[src/rtl/mtm_alu_deserializer.sv]
// Serial frame receiver for the MTM ALU. It collects eight data bytes into
// operands B and A, then on a command frame publishes them together with the
// command byte.
module mtm_alu_deserializer (
  input  logic        clk,
  input  logic        reset,
  input  logic        sin,
  output logic [31:0] a_out,
  output logic [31:0] b_out,
  output logic [7:0]  ctl_out,
  output logic        pkt_valid,
  output logic        err_frame,
  output logic        err_data
);

  localparam int unsigned FRAME_BITS   = 10;  // type + 8 payload + stop
  localparam int unsigned BUF_BYTES    = 8;
  localparam int unsigned CNT_W        = 4;
  localparam logic [CNT_W-1:0] LAST_BIT     = CNT_W'(FRAME_BITS - 1);
  localparam logic [CNT_W-1:0] BYTE_CNT_MAX = CNT_W'(9);
  localparam logic [CNT_W-1:0] BYTE_CNT_PKT = CNT_W'(BUF_BYTES);

  typedef enum logic [1:0] {
    IDLE      = 2'd0,
    RX        = 2'd1,
    WAIT_HIGH = 2'd2
  } state_t;

  state_t                  state;
  logic [CNT_W-1:0]        bit_cnt;
  logic [FRAME_BITS-1:0]   shift_q;
  logic                    frame_done;
  logic [CNT_W-1:0]        byte_cnt;
  logic [7:0]              byte_buf [BUF_BYTES];

  // Fields of the last completed frame; shift_q only moves while in RX
  logic       frame_type_c;
  logic [7:0] payload_c;
  logic       stop_c;

  assign frame_type_c = shift_q[9];
  assign payload_c    = shift_q[8:1];
  assign stop_c       = shift_q[0];

  // Frame receiver FSM: start detection, bit shifting, stop-bit recovery
  always_ff @(posedge clk) begin
    if (reset) begin
      state      <= IDLE;
      bit_cnt    <= '0;
      shift_q    <= '0;
      frame_done <= 1'b0;
    end else begin
      frame_done <= 1'b0;
      case (state)
        IDLE: begin
          if (!sin) begin
            state   <= RX;
            bit_cnt <= '0;
          end
        end
        RX: begin
          shift_q <= {shift_q[FRAME_BITS-2:0], sin};
          if (bit_cnt == LAST_BIT) begin
            bit_cnt    <= '0;
            frame_done <= 1'b1;
            // A low stop bit must not be mistaken for the next start bit
            state      <= sin ? IDLE : WAIT_HIGH;
          end else begin
            bit_cnt <= bit_cnt + CNT_W'(1);
          end
        end
        WAIT_HIGH: begin
          if (sin) begin
            state <= IDLE;
          end
        end
        default: state <= IDLE;
      endcase
    end
  end

  // Packet assembly: byte buffering, operand publish and one-cycle status pulses
  always_ff @(posedge clk) begin
    if (reset) begin
      byte_cnt  <= '0;
      for (int i = 0; i < int'(BUF_BYTES); i++) begin
        byte_buf[i] <= '0;
      end
      a_out     <= '0;
      b_out     <= '0;
      ctl_out   <= '0;
      pkt_valid <= 1'b0;
      err_frame <= 1'b0;
      err_data  <= 1'b0;
    end else begin
      pkt_valid <= 1'b0;
      err_frame <= 1'b0;
      err_data  <= 1'b0;
      if (frame_done) begin
        if (!stop_c) begin
          // Bad framing drops whatever partial packet was being built
          err_frame <= 1'b1;
          byte_cnt  <= '0;
        end else if (frame_type_c) begin
          byte_cnt <= '0;
          if (byte_cnt == BYTE_CNT_PKT) begin
            b_out     <= {byte_buf[0], byte_buf[1], byte_buf[2], byte_buf[3]};
            a_out     <= {byte_buf[4], byte_buf[5], byte_buf[6], byte_buf[7]};
            ctl_out   <= payload_c;
            pkt_valid <= 1'b1;
          end else begin
            err_data <= 1'b1;
          end
        end else begin
          if (byte_cnt < BYTE_CNT_PKT) begin
            byte_buf[byte_cnt[2:0]] <= payload_c;
          end
          // Saturating count still flags an over-long packet at command time
          if (byte_cnt != BYTE_CNT_MAX) begin
            byte_cnt <= byte_cnt + CNT_W'(1);
          end
        end
      end
    end
  end

endmodule

[config.mk]
export PLATFORM = sky130hd
export DESIGN_NAME = mtm_alu_deserializer
export DESIGN_NICKNAME = d
export VERILOG_FILES = /design/src/rtl/mtm_alu_deserializer.sv
export SDC_FILE = /design/constraint.sdc
export NUM_CORES = 1
export LEC_CHECK = 0
export CORE_ASPECT_RATIO = 0.9
export CORE_MARGIN = 2
export CORE_UTILIZATION = 50
export DETAILED_ROUTE_END_ITERATION = 16
export PLACE_DENSITY = 0.73
export SLEW_MARGIN = 20
export SYNTH_ARGS = -nofsm -noshare
export SYNTH_HDL_FRONTEND = slang
export SYNTH_SLANG_ARGS = --single-unit
[constraint.sdc]
create_clock -name clk -period 3.2 [get_ports clk]
set_clock_uncertainty 0.2 [all_clocks]
set_input_delay 0.64 -clock clk [delete_from_list [all_inputs] [get_ports clk]]
set_output_delay 0.64 -clock clk [all_outputs]
set_load 0.01 [all_outputs]
==> flow_summary.toml <==
[pwr]
power_density_nw_per_um2 = 541
vdd_drop_max_mv = 0.400
power.total_mw = 4.22
p_leak_nw = 2.59

[synth]
synth-xor-area-share = 0
yosysSeqAreaShare = 0.598
synth_top_family_by_area = "simple AND/OR/NAND/NOR gates"
synth_cell_type_count = 46
synth_area_per_cell_um2 = 10.6
synthArstFlopShare = 0
synth_area_um2 = 6420
synthCells = 604
synth-simple-area-share = 0.198
synth_edf_count = 64
synth_nets = 612
yosysWarningCount = 0
ys_seq_elements = 160
synth.area.mux_share = 0.112
synth-adder-area-share = 0.00974
synth_compound_area_frac = 0.0314
ys.flop_type = "dfxtp_1"

[place]
place_inst = 819
post_dp_cell_area_um2 = 7220
dpl.hpwl_mm = 8.95
routabilityCongestion = 0.863
portBuffers = 77
place_ws_ns = 0.531

[cts]
clkLatencyLatePin_ns = 0.42
htree_levels = 4
postCtsHoldBufs = 0
clockRootBuffer = "clkbuf_16"
numCtsBuffers = 17
cts.sinks = 160
ctsResizeCount = 0
postCtsSetupBuffers = 0
path_clk_slew_ns = 0.06
cts_buffer_depth = 2
cts_tree = "done"

[floorplanning]
start_util = 0.508
die_w_um = 123
rows = 39
core_area_um2 = 12600
io_pins = 78
dieHeight_um = 112
die_area_um2 = 13800

[setup_path]
worst-path-stages = 5
slowest_delay_ns = 0.57
r2r-start = "byte_cnt[1]"
criticalPathCategory = "primary input to flip-flop"
start_kind = "primary input"
crit_arrival_ns = 2.20
critPathMaxFanout = 8
r2r_setup_slack_ns = 1.04
critPathLaunch = "reset"
endpoint_kind = "flip-flop"
cp.required_ns = 3.13
critical-path-top-delay-family = "buffers and inverters"
path_buf_inv = 2
crit_chain = "clkdlybuf4s50_1 -> nand2b_4 -> or3_1 -> o21ai_0 -> buf_4"
crit_path_top_delay_cell = "clkdlybuf4s50_1"
rr_endpoint = "a_out[5]"
crit_path_end = "byte_buf[2][6]"
reg2regPathDepth = 6

[sta]
setup_viol = 0
hold_viol_final = 0
tightest_slew_ns = 0.843
hold_ws_ns = 0.257
relSlewSlack = 0.437
period_share = 0.710
grt_setup_unrepaired = "no"
finalSetupTns_ns = 0
period_minus_slack_ns = 2.27
fmax_mhz = 440
fin_ws_ns = 0.930
report.final.slew_viol_count = 0

[route]
drt_wl_total_mm = 13.3
drt-wirelength-per-cell_um = 15.6
dr_total_vias = 4427
viasPerCell = 5.20
drcViolationCount = 0
drtPass1Iterations = 6
drt_iter0_markers = 293
detail-route-antenna-nets = 0

[final_layout]
n_antenna_cell = 0
final_common_cell = "nand2_1"
area_growth_pct = 21.4
post-route-util = 0.617
design_area_um2 = 7800
final_cell_mix = "nand2_1, dfxtp_1, clkdlybuf4s50_1, mux2i_1, edfxtp_1"
fin_nets = 682
drive_gt1_frac = 0.0873
fin_cells = 851

[grt]
grtUsageTotal = 0.206
overflow = 0
antenna_found_initial = 0
grt_pass1_wl_mm = 21.9
grt_max_degree = 73
grt_pass1_vias = 4361

[hold_path]
hp-start = "a_out[3]"
hp-class = "flip-flop to flip-flop"

[status]
outcome = "completed"

[job]
max_cap_violations = 0
[per-layer routing]
layer | up-vias | part of all wire | global-route usage
li1 | 2167 | - | -
met1 | 2106 | 0.45 | 0.274
met2 | 135 | 0.47 | 0.321
met3 | 19 | 0.061 | 0.0533
met4 | 0 | 0.013 | 0.0803
met5 | - | 0 | 0
[kinds of logic (layout without fill, tap and decap cells)]
| logic type | after synthesis | in the layout |
|---|---|---|
| DFF | 160 | 160 |
| and+or+nand+nor | 288 | 288 |
| buffers and inverters | 46 | 129 |
| muxes | 72 | 72 |
| AOI/OAI and AO/OA | 33 | 33 |
| adders and majority gates | 5 | 5 |
[synthesized netlist by cell type (all sizes together) (2+ instances only)]
| master | number | area (um2) |
|---|---|---|
| nand2 | 184 | 711 |
| dfxtp | 96 | 1920 |
| mux2i | 72 | 721 |
| edfxtp | 64 | 1920 |
| nor2 | 59 | 221 |
| buf | 23 | 236 |
| clkbuf | 16 | 61.3 |
| a21oi | 14 | 70.1 |
| and2 | 8 | 50.1 |
| o21ai | 8 | 40.0 |
| inv | 6 | 22.5 |
| or3 | 6 | 37.5 |
| ha | 5 | 62.6 |
| nand3 | 5 | 25.0 |
| nor2b | 4 | 27.5 |
| a31oi | 3 | 18.8 |
| nand2b | 3 | 26.3 |
| nand3b | 3 | 22.5 |
| nor3b | 3 | 22.5 |
| a31o | 2 | 17.5 |
| and3b | 2 | 17.5 |
| nand4 | 2 | 12.5 |
| nand4b | 2 | 23.8 |
| nor3 | 2 | 15.0 |
[report_power, final]
group	total [mW]	leakage [nW]	internal [mW]	switching [mW]
combinational	0.0985	0.878	0.0259	0.0726
sequential	2.16	1.43	2.15	0.0154
clock	1.96	0.278	1.18	0.783
total	4.22	2.59	3.35	0.871
[registers in the layout, indices dropped and copies added, names as in the netlist]
register    count
b_out          32
bit_cnt         4
byte_buf       64
pkt_valid       1
a_out          32
ctl_out         8
shift_q        10
state           2
frame_done      1
err_data        1
byte_cnt        4
err_frame       1
[cell type report]
class / count / area [um2]
clock buffer: 24 / 503
clock inverter: 8 / 73.8
fill: 1006 / 4840
inverter: 7 / 28.8
multi-input combinational: 398 / 2260
sequential: 160 / 3840
tap: 164 / 205
timing repair buffer: 90 / 881
[worst register-to-register path: stages (launching register included)]
cell	delay (ns)
dfxtp_1	0.41
inv_2	0.16
ha_1	0.16
nand3b_1	0.15
nor3_4	0.24
buf_12	0.40
mux2i_1	0.36
[how the worst min path moves through the flow]
stage / slack [ns] / end / cells after the start
after floorplan: 0.27 / bit_cnt[2] / 2
after global placement: 0.24 / b_out[19] / 2
after detailed placement: 0.25 / a_out[29] / 2
after CTS: 0.26 / a_out[29] / 2
after global routing: 0.27 / a_out[2] / 2
final: 0.26 / a_out[3] / 2
(Power assumes the default switching activity.)
